[config.mk]
export PLATFORM = sky130hd
export DESIGN_NAME = seg_display_ctrl
export DESIGN_NICKNAME = d
export VERILOG_FILES = /design/src/rtl/seg_display_ctrl.sv
export SDC_FILE = /design/constraint.sdc
export NUM_CORES = 1
export LEC_CHECK = 0
export ABC_AREA = 1
export BUFFER_PORTS_ARGS = -buffer_cell sky130_fd_sc_hd__buf_2
export CAP_MARGIN = 20
export CORE_MARGIN = 3
export CORE_UTILIZATION = 60
export CTS_BUF_LIST = sky130_fd_sc_hd__clkbuf_4 sky130_fd_sc_hd__clkbuf_8
export CTS_CLUSTER_DIAMETER = 40
export DETAILED_ROUTE_END_ITERATION = 16
export PLACE_DENSITY = 0.78
export SYNTH_ARGS = -nofsm -noshare
export SYNTH_HDL_FRONTEND = slang
export SYNTH_SLANG_ARGS = --single-unit
export TNS_END_PERCENT = 50
[constraint.sdc]
create_clock -name clk -period 2.33 [get_ports clk]
set_input_delay 0.466 -clock clk [delete_from_list [all_inputs] [get_ports clk]]
set_output_delay 0.466 -clock clk [all_outputs]
set_load 0.02 [all_outputs]
[src/rtl/seg_display_ctrl.sv]
// seg_display_ctrl: iterative double-dabble binary to four seven-segment digit patterns with blanking, dp and overflow
module seg_display_ctrl #(
  parameter int IN_W = 14,
  parameter int BLANK_LEADING = 1,
  parameter int SEG_ACTIVE_LOW = 0
) (
  input  logic            clk,
  input  logic            rst,
  input  logic            in_valid,
  output logic            in_ready,
  input  logic [IN_W-1:0] in_value,
  input  logic [3:0]      in_dp,
  output logic [7:0]      seg_a,
  output logic [7:0]      seg_b,
  output logic [7:0]      seg_c,
  output logic [7:0]      seg_d,
  output logic            busy,
  output logic            update
);
  localparam int CW = $clog2(IN_W + 1);
  localparam logic [7:0] POL = (SEG_ACTIVE_LOW != 0) ? 8'hFF : 8'h00;
  typedef enum logic [1:0] {IDLE, CONV, LOAD} state_t;
  state_t          r_state;
  logic [IN_W-1:0] r_shift;
  logic [15:0]     r_bcd;
  logic [15:0]     w_adj;
  logic [CW-1:0]   r_cnt;
  logic [3:0]      r_dp;
  logic [3:0]      w_zero;
  logic [3:0]      w_blank;
  logic            r_ovf;
  logic            r_update;
  logic [7:0]      r_seg [4];
  logic [7:0]      w_pat [4];
  function automatic logic [6:0] f_seg(input logic [3:0] n);
    case (n)
      4'd0: f_seg = 7'h3F;
      4'd1: f_seg = 7'h06;
      4'd2: f_seg = 7'h5B;
      4'd3: f_seg = 7'h4F;
      4'd4: f_seg = 7'h66;
      4'd5: f_seg = 7'h6D;
      4'd6: f_seg = 7'h7D;
      4'd7: f_seg = 7'h07;
      4'd8: f_seg = 7'h7F;
      4'd9: f_seg = 7'h6F;
      default: f_seg = 7'h00;
    endcase
  endfunction
  for (genvar i = 0; i < 4; i++) begin : g_dig
    assign w_adj[4*i+:4] = (r_bcd[4*i+:4] >= 4'd5) ? r_bcd[4*i+:4] + 4'd3 : r_bcd[4*i+:4];
    assign w_zero[i] = (r_bcd[4*i+:4] == 4'd0) && !r_dp[i];
    assign w_pat[i] = r_ovf ? 8'h40 : {r_dp[i], w_blank[i] ? 7'h00 : f_seg(r_bcd[4*i+:4])};
  end
  assign w_blank = (BLANK_LEADING != 0) ? {w_zero[3], &w_zero[3:2], &w_zero[3:1], 1'b0} : 4'b0;
  assign in_ready = r_state == IDLE;
  assign busy = r_state != IDLE;
  assign update = r_update;
  assign seg_a = r_seg[0];
  assign seg_b = r_seg[1];
  assign seg_c = r_seg[2];
  assign seg_d = r_seg[3];
  always_ff @(posedge clk) begin
    if (rst) begin
      r_state <= IDLE;
      r_shift <= '0;
      r_bcd <= '0;
      r_cnt <= '0;
      r_dp <= '0;
      r_ovf <= 1'b0;
      r_update <= 1'b0;
      r_seg <= '{default: POL};
    end else begin
      r_update <= 1'b0;
      case (r_state)
        IDLE: if (in_valid) begin
          r_shift <= in_value;
          r_dp <= in_dp;
          r_ovf <= 32'(in_value) > 32'd9999;
          r_bcd <= '0;
          r_cnt <= '0;
          r_state <= CONV;
        end
        CONV: begin
          {r_bcd, r_shift} <= {w_adj[14:0], r_shift, 1'b0};
          r_cnt <= r_cnt + 1'b1;
          if (r_cnt == CW'(IN_W - 1)) r_state <= LOAD;
        end
        LOAD: begin
          for (int i = 0; i < 4; i++) r_seg[i] <= w_pat[i] ^ POL;
          r_update <= 1'b1;
          r_state <= IDLE;
        end
        default: r_state <= IDLE;
      endcase
    end
  end
endmodule

==> summary.txt, run 1 <==
Outcome
  • Status: finished clean

Clocking
  • Clk sink count: 102
  • Post CTS Setup Buffer Count: 0
  • Longest Clk Path Bufs: 2
  • H-tree levels: 3
  • TritonCTS buffer count: 9
  • CTS tree: built
  • Clk pin slew, worst setup/hold paths: 0.10 ns
  • Later-pin clock latency in the skew report: 0.36 ns
  • Root Buffer Master: clkbuf_8

Floorplan
  • Initial core utilization: 0.620
  • Total core area: 7770 µm²
  • Ports: 56
  • FP Rows: 32
  • Die Height: 95.6 µm
  • Die Width: 95.6 µm
  • Die area: 9130 µm²

Worst setup path
  • Crit path max fanout: 6
  • Crit path capture type: flop
  • Critical Path AT: 2.35 ns
  • Flop2flop setup slack: 0.25 ns
  • CP Class: flop to flop
  • CP Launch Type: flop
  • Req. time, crit path: 2.60 ns
  • RR Startpoint: r_bcd[1]
  • Reg2reg path depth: 13

Finish
  • Area Growth Syn to Fin: 12.8%
  • Ant diodes: 0
  • Layout cells sized above 1: 0.186
  • Nets: 747

Synthesis
  • Top FF cell, synth: dfxtp_1
  • Largest area contributor in the netlist: dfxtp_1
  • Seq/Total Area, Yosys: 0.424
  • Distinct cell type count after synthesis: 35
  • Synth Area in Simple Gates: 0.289
  • Post-synth ARST share: 0
  • Syn nets: 688
  • Yosys reg bits: 102
  • Top-count cell post-synth: nand2_1
  • Largest family of logic cells by synthesized area: simple AND/OR/NAND/NOR gates
  • Post-synth top area share: 0.424
  • Adder-cell share of the synthesized area: 0.0962
  • Post-synthesis cell count: 630
  • Yosys warns: 0
  • Leading cell types by count after synthesis: nand2_1, dfxtp_1, inv_1
  • Post-synth EDFFs: 0
  • Top post-synthesis cells by area: dfxtp_1, nand2_1, ha_1, a21oi_1, inv_1
  • Synth Area per Inst: 7.64 µm²
  • Synth Area in Compound Gates: 0.118
  • Synth Area in XOR/XNOR: 0.00182
  • Post-Syn Area: 4810 µm²
  • Post-synthesis mux area share: 0

Timing
  • Fin crit period: 2.08 ns
  • Worst-Margin Slew: 0.576 ns
  • Worst-case clock skew: 0.0132 ns
  • Peak Freq: 481 MHz
  • Final period utilization: 0.893
  • Final setup fails: 0
  • RSZ-0062 raised after global routing: false
  • Max_slew headroom: 0.616
  • Slew Viols, Final: 0
  • Setup TNS: 0 ns
  • Worst Setup Slack, final: 0.250 ns
  • Final Hold Fails: 0

Detailed routing
  • Initial drt markers: 157
  • Final wirelength: 9.91 mm
  • Residual DRC count: 0
  • Met3 WL: 562 µm
  • Metal1 wirelength: 4.54 mm
  • Drt pass-1 iters: 5
  • WL per Instance: 12.4 µm
  • Vias per cell: 5.17
  • Top Metal Used: met4
  • Antenna viol nets, final: 0
  • Met2 WL: 4.69 mm
  • DR vias: 4118

Pwr
  • Comb pwr share: 0.059
  • Worst VDD drop: 0.328 mV
  • Switching share of power: 0.246
  • NetSw: 777 µW
  • Int Power: 2.38 mW
  • Sequential power share: 0.569
  • Clock Power Share: 0.372
  • PwrDens: 581 nW/µm²
  • Lkg Pwr: 2.54 nW

Global routing
  • Total Routing Usage GR: 0.229
  • Largest net degree at the start of global routing: 48
  • Remaining Overflow, GRT: 0
  • Number of global-route vias before repair: 3750
  • Initial antenna violation count: 0
  • First-pass GRT wire length: 16.7 mm

Place
  • RePlAce Congestion: 0.831
  • Port Buf Inserts: 55
  • HPWL after DPL: 7.14 mm
  • Place WS: 0.0346 ns

Worst hold path
  • Min-Delay Startpoint: in_dp[3]
  • Min-Delay Path Class: input port to flop
  • Hold EP: r_dp[3]
  • Worst hold stages: 3

Run
  • Max-Cap Viols: 0
cells in the final DEF (no fill, tap or decap), drive strengths merged:
cell type,count
bufinv,1
ha,37
o22ai,3
nand3b,6
a21oi,44
dfxtp,102
o211ai,1
buf,65
nand3,36
inv,67
nor4,1
o21ai,31
a32o,1
xor2,1
nand4,10
nand2,230
clkbuf,10
clkinv,1
o221a,1
nor2,32
a31oi,14
final cells by class:
type	count	area, µm²
Fill cell	686	2340
Clock inverter	6	73.8
Inverter	63	246
Tap cell	102	128
Clock buffer	10	138
Sequential cell	102	2040
Multi-Input combinational cell	448	2450
Timing Repair Buffer	65	350
worst max-delay path, cell delays in order (launching register included):
cell and delay, ns:
dfxtp_1 0.31, inv_1 0.16, ha_1 0.21, inv_1 0.05, nand2_1 0.11, nand3_1 0.13
nand4_1 0.12, nand2_1 0.09, nand2_2 0.12, inv_1 0.08, ha_1 0.29, nand3b_1 0.17
nand2_1 0.08, nand2_1 0.05
through the flow:
step / hold slack (ns) / std cells / utilization / area, µm² / power (mW)
finish: 0.331 / 796 / 0.699 / 5430 / 3.16
global route: 0.349 / 796 / 0.699 / 5430 / 3.28
global placement: 0.430 / 780 / 0.669 / 5200 / 2.01
detailed placement: 0.435 / 780 / 0.669 / 5200 / 2.02
CTS: 0.317 / 796 / 0.697 / 5410 / 3.18
floorplan: 0.423 / 630 / - / 4810 / 1.96
power groups by stage:
stage                     combinational [mW]  clock (mW)  sequential [mW]
after global routing                   0.208        1.27             1.80
final                                  0.187        1.17             1.79
after detailed placement               0.185           0             1.83
after floorplan                        0.126           0             1.83
after global placement                 0.181           0             1.83
after CTS                              0.185        1.20             1.79
per-layer routing:
| layer | vias up | GRT usage |
|---|---|---|
| li1 | 2144 | - |
| met1 | 1871 | 0.300 |
| met2 | 92 | 0.375 |
| met3 | 11 | 0.0497 |
| met4 | 0 | 0.0687 |
| met5 | - | 0 |
worst max-delay path by stage:
stage / slack (ns) / to / startpoint
6_report: 0.25 / flop / r_bcd[1]
5_1_grt: 0.06 / flop / r_bcd[9]
4_1_cts: 0.04 / flop / r_bcd[4]
3_5_place_dp: 0.03 / flop / r_bcd[4]
3_3_place_gp: 0.20 / flop / r_bcd[4]
2_1_floorplan: 0.41 / flop / r_bcd[4]
cell families after synthesis:
| logic type | Yosys count |
|---|---|
| AOI/OAI and AO/OA | 95 |
| xor gates and xnor gates | 1 |
| adders and majority gates | 37 |
| buffers and inverters | 80 |
| DFF | 102 |
| and+or+nand+nor | 315 |
what timing repair did:
action,in CTS,in global routing
resized for setup,0,5
hold buffers,0,0
endpoints found under the setup margin,0,9
Note: power is estimated with default switching activity, not from simulation.
==> run 2, diff against run 1 <==
--- a/config.mk
+++ b/config.mk
@@ -14,6 +14,7 @@
 export CTS_CLUSTER_DIAMETER = 40
 export DETAILED_ROUTE_END_ITERATION = 16
 export PLACE_DENSITY = 0.78
+export SLEW_MARGIN = 30
 export SYNTH_ARGS = -nofsm -noshare
 export SYNTH_HDL_FRONTEND = slang
 export SYNTH_SLANG_ARGS = --single-unit
==> constraint.sdc (replaced) <==
create_clock -name clk -period 2.1 [get_ports clk]
set_input_delay 0.42 -clock clk [delete_from_list [all_inputs] [get_ports clk]]
set_output_delay 0.42 -clock clk [all_outputs]
set_load 0.02 [all_outputs]
==> run 2 against run 1 <==
Compared with the run above: clock power up 12%; first-iteration DRC count grew 45%; count of clock-buffer cells in the layout unchanged; worst hold slack worse by 0.042 ns; register-to-register slack got worse by 0.08 ns; maximum frequency rose by 7.7%; final cell count up 0.63%; die area did not move; final area rose by 1.6%; utilization is 1.1 points higher; clock skew shrank 0.0062 ns.
==> summary.txt, run 2 (same netlist as run 1, synthesis figures left out) <==
Pwr
  • PwrDens: 637 nW/µm²
  • Worst VDD drop: 0.434 mV
  • Lkg Pwr: 2.58 nW
  • Overall Power: 3.51 mW

Worst setup path
  • Critical path's largest stage delay: 0.36 ns
  • CP delay by family, top: simple AND/OR/NAND/NOR gates
  • Top cell by count, worst path: nand2_1
  • Flop2flop setup slack: 0.17 ns
  • Req. time, crit path: 2.40 ns
  • Critical Path AT: 2.23 ns
  • CP Launch Type: flop
  • Crit path capture type: flop
  • CP Class: flop to flop
  • Buf+Inv Stages, Crit Path: 3
  • Critical-path cell list: inv_1, ha_1, inv_1, nand2_1, buf_4, nand4_1, nand3_1, nand2_2, nand2_4, ha_1, nand3b_1, nand2_1, nand2_1, nand2_1
  • Crit path max fanout: 7
  • Slowest CP cell: dfxtp_1

Finish
  • Most common cell after layout, fill and taps aside: nand2_1
  • Layout cells sized above 1: 0.210
  • Nets: 754
  • Final core occ: 0.710
  • Area Growth Syn to Fin: 14.6%
  • Ant diodes: 0
  • Commonest non-fill, non-tap cells in the layout: nand2_1, dfxtp_1, buf_2

Floorplan
  • Die Width: 95.6 µm
  • Total core area: 7770 µm²
  • FP Rows: 32
  • Die Height: 95.6 µm
  • Initial core utilization: 0.620
  • Die area: 9130 µm²
  • Ports: 56

Clocking
  • Clk pin slew, worst setup/hold paths: 0.09 ns
  • TritonCTS buffer count: 9
  • Longest Clk Path Bufs: 2
  • Cts hold-fix bufs: 0
  • CTS tree: built
  • Clk sink count: 102
  • Later-pin clock latency in the skew report: 0.35 ns
  • H-tree levels: 3
  • Root Buffer Master: clkbuf_8

Timing
  • Final period utilization: 0.920
  • Worst-Margin Slew: 0.560 ns
  • Final Hold Fails: 0
  • Peak Freq: 518 MHz
  • Fin crit period: 1.93 ns
  • Worst-case clock skew: 0.00700 ns
  • Max_slew headroom: 0.627
  • Final setup fails: 0
  • Slew Viols, Final: 0

Place
  • HPWL after DPL: 7.25 mm
  • RePlAce Congestion: 0.849
  • Port Buf Inserts: 55

Detailed routing
  • Drt pass-1 iters: 5
  • WL per Instance: 12.5 µm
  • Initial drt markers: 227
  • Final wirelength: 9.98 mm
  • Vias per cell: 5.24
  • Antenna viol nets, final: 0
  • Residual DRC count: 0
  • DR vias: 4200

Global routing
  • Initial antenna violation count: 0
  • Total Routing Usage GR: 0.228
  • Number of global-route vias before repair: 3686
  • Largest net degree at the start of global routing: 48
  • Remaining Overflow, GRT: 0
  • First-pass GRT wire length: 16.4 mm

Run
  • Max-Cap Viols: 0

Worst hold path
  • Min-Delay Path Class: input port to flop

Outcome
  • Status: finished clean
run 2: cell count changes in the layout (fill, tap and decap cells not counted), moves of 3 or more:
cell	previous run	this run
buf_4	10	17
inv_1	52	47
inv_6	6	1
inv_2	9	13
nand2_1	215	212
run 2: report_power, final:
part | total (mW) | switching, mW | internal (mW) | leakage, nW
Combinational | 0.213 | 0.142 | 0.0711 | 1.65
Clock | 1.31 | 0.622 | 0.689 | 0.104
Sequential | 1.99 | 0.0231 | 1.97 | 0.828
Total | 3.51 | 0.787 | 2.73 | 2.58
run 2: stage by stage:
| stage | area (µm²) | setup TNS (ns) | std cells | setup slack [ns] | hold slack (ns) |
|---|---|---|---|---|---|
| global route | 5520 | -0.00353 | 801 | -0.00202 | 0.302 |
| detailed placement | 5250 | -0.0907 | 787 | -0.0507 | 0.435 |
| floorplan | 4810 | 0 | 630 | 0.182 | 0.423 |
| finish | 5520 | 0 | 801 | 0.168 | 0.289 |
| global placement | 5250 | 0 | 787 | 0.0945 | 0.429 |
| CTS | 5470 | 0 | 801 | 0.0502 | 0.277 |
run 2: path summary, 6_finish.rpt:
kind | start | endpoint | depth (start not counted)
setup / recovery | r_bcd[5] | flop | 14
hold / removal | in_dp[1] | r_dp[1] | 3
hold reg to reg | flop | seg_d[1] | 2
setup reg to reg | r_bcd[5] | flop | 14
run 2: repair_timing:
action / 4_1_cts / 5_1_grt
endpoints found under the setup margin: 4 / 20
resized for setup: 1 / 20
setup buffers: 0 / 0
gates cloned: 0 / 0
run 2: cell type report:
class / count / area [µm²]
Inverter: 63 / 249
Tap cell: 102 / 128
Clock buffer: 10 / 138
Timing Repair Buffer: 72 / 403
Clock inverter: 4 / 72.6
Multi-Input combinational cell: 448 / 2480
Fill cell: 642 / 2250
Sequential cell: 102 / 2050
run 2: tightest hold or removal path, delay by kind of cell:
kind / cells / cell delay [ns]
buffers and inverters: 1 / 0.07
and+or+nand+nor: 2 / 0.11
run 2: routing by layer:
layer,up-vias,wire [µm],part of all wire,global-route usage
li1,2154,-,-,-
met3,12,576,0.058,0.0521
met2,110,4680,0.47,0.373
met4,0,138,0.014,0.0829
met5,-,0,0,0
met1,1924,4580,0.46,0.293
==> run 3, diff against run 2 <==
--- a/config.mk
+++ b/config.mk
@@ -11,7 +11,7 @@
 export CORE_MARGIN = 3
 export CORE_UTILIZATION = 60
 export CTS_BUF_LIST = sky130_fd_sc_hd__clkbuf_4 sky130_fd_sc_hd__clkbuf_8
-export CTS_CLUSTER_DIAMETER = 40
+export CTS_CLUSTER_DIAMETER = 80
 export DETAILED_ROUTE_END_ITERATION = 16
 export PLACE_DENSITY = 0.78
 export SLEW_MARGIN = 30
==> constraint.sdc (replaced) <==
create_clock -name clk -period 1.8 [get_ports clk]
set_input_delay 0.36 -clock clk [delete_from_list [all_inputs] [get_ports clk]]
set_output_delay 0.36 -clock clk [all_outputs]
set_load 0.02 [all_outputs]
==> run 3 against run 2 <==
Compared with the run above: the flow now finishes with violations (negative setup slack); via count is 13% higher; final area is 14% higher; utilization is 9.7 points higher; clock power is 5% higher; count of clock-buffer cells in the layout is 1 lower; worst hold slack worse by 0.072 ns; sequential share of layout area is 4.3 points lower.
==> summary.txt, run 3 (same netlist as run 1, synthesis figures left out) <==
Timing
  • Peak Freq: 522 MHz
  • Final setup fails: 14
  • Final period utilization: 1.06
  • Worst-case clock skew: 0.0131 ns
  • RSZ-0062 raised after global routing: true
  • Fin crit period: 1.92 ns
  • Worst Setup Slack, final: -0.116 ns
  • Min Hold Slack: 0.217 ns
  • Final Hold Fails: 0
  • Setup TNS: -0.544 ns
  • Worst-Margin Slew: 0.327 ns
  • Max_slew headroom: 0.782
  • Slew Viols, Final: 0

Worst hold path
  • Min-Delay Path Class: input port to flop

Worst setup path
  • CP Class: flop to flop
  • Critical-path cell list: inv_4, ha_4, inv_2, nand2_4, nand3_4, nand4_1, nand2_2, nand2_4, buf_6, ha_1, nand3b_1, nand2_1, nand2_1, nand2_1
  • Crit path capture type: flop
  • Top cell by count, worst path: nand2_1
  • Req. time, crit path: 2.14 ns
  • Slowest CP cell: dfxtp_4
  • CP Launch Type: flop
  • Crit path max fanout: 4
  • Critical path's largest stage delay: 0.40 ns
  • Critical Path AT: 2.25 ns

Finish
  • Final core occ: 0.807
  • Layout cells sized above 1: 0.359
  • Fillers: 504
  • Area Growth Syn to Fin: 30.3%
  • Ant diodes: 0
  • Commonest non-fill, non-tap cells in the layout: nand2_1, dfxtp_1, buf_4
  • Layout Cells excl Fill: 862
  • Most common cell after layout, fill and taps aside: nand2_1
  • Nets: 813

Place
  • HPWL after DPL: 8.09 mm
  • RePlAce Congestion: 0.904
  • Placed Cells: 826
  • Port Buf Inserts: 55

Run
  • Max-Cap Viols: 0

Pwr
  • Lkg Pwr: 2.97 nW
  • Worst VDD drop: 0.449 mV
  • PwrDens: 637 nW/µm²

Clocking
  • CTS tree: built
  • Longest Clk Path Bufs: 2
  • Clk pin slew, worst setup/hold paths: 0.11 ns
  • H-tree levels: 3
  • Clk sink count: 102
  • Root Buffer Master: clkbuf_8
  • Later-pin clock latency in the skew report: 0.38 ns
  • TritonCTS buffer count: 9

Global routing
  • First-pass GRT wire length: 18.8 mm
  • Remaining Overflow, GRT: 0
  • Largest net degree at the start of global routing: 30
  • Total Routing Usage GR: 0.262
  • Initial antenna violation count: 0
  • Number of global-route vias before repair: 4221

Floorplan
  • Initial core utilization: 0.620
  • Die Width: 95.6 µm
  • FP Rows: 32
  • Die Height: 95.6 µm
  • Die area: 9130 µm²
  • Total core area: 7770 µm²
  • Ports: 56

Outcome
  • Status: finished with violations
  • Violated checks: negative setup slack

Detailed routing
  • Residual DRC count: 0
  • Drt pass-1 iters: 5
  • Vias per cell: 5.52
  • WL per Instance: 15.4 µm
  • Final wirelength: 13.2 mm
  • DR vias: 4756
  • Initial drt markers: 267
  • Antenna viol nets, final: 0
run 3: cell count changes in the layout (fill, tap and decap cells not counted), moves of 6 or more:
cell,before,now
buf_4,17,72
dfxtp_1,99,93
ha_1,36,23
ha_4,0,8
inv_1,47,32
inv_2,13,20
inv_4,1,9
nand2_1,212,196
nand2_2,12,21
nand2_4,6,13
nand3_1,28,20
run 3: stage by stage:
| stage | instance area, µm² | total power, mW | setup WS, ns |
|---|---|---|---|
| after global placement | 5570 | 2.65 | -0.0664 |
| after detailed placement | 5570 | 2.65 | -0.150 |
| after global routing | 6270 | 4.13 | -0.169 |
| after CTS | 5920 | 3.96 | -0.0340 |
| final | 6270 | 3.99 | -0.116 |
| after floorplan | 4820 | 2.53 | -0.0363 |
run 3: power by group:
group / total (mW) / leakage (nW) / internal (mW) / switching, mW
combinational: 0.301 / 2.04 / 0.112 / 0.189
clock: 1.37 / 0.0944 / 0.518 / 0.852
sequential: 2.32 / 0.832 / 2.29 / 0.0309
run 3: worst paths after layout:
kind	cells past startpoint	startpoint	endpoint	slack, ns
worst max-delay path	14	r_bcd[0]	flop	-0.12
worst min register to register	2	flop	seg_a[5]	0.45
worst min-delay path	3	in_dp[1]	r_dp[1]	0.22
worst max register to register	14	r_bcd[0]	flop	-0.12
run 3: per-layer routing:
metal | vias to the layer above | routed length (µm) | GRT usage
met5 | - | 0 | 0
met4 | 0 | 321 | 0.0889
met3 | 34 | 1020 | 0.0647
met2 | 225 | 6710 | 0.459
met1 | 2221 | 5190 | 0.311
li1 | 2276 | - | -
run 3: critical path: cells and delay by family (launching register included):
kind	cells	cell delay, ns
and+or+nand+nor	9	0.83
DFF	1	0.40
adders and majority gates	2	0.37
buffers and inverters	3	0.26
run 3: what timing repair did:
item | in CTS | in global routing
hold endpoints to repair | 0 | 0
setup endpoints to repair | 24 | 27
pin swaps | 11 | 29
gates resized for setup | 34 | 81
hold buffers | 0 | 0
buffers inserted | 11 | 9
run 3: cell type report:
type                    instances  area, µm²  area share
clock inverters                 7       53.8     0.00858
clock buffers                   9        124      0.0198
repair buffers                131        870       0.139
flip-flops and latches        102       2060       0.329
well taps                     102        128      0.0204
multi-input cells             448       2760       0.441
inverters                      63        269      0.0429
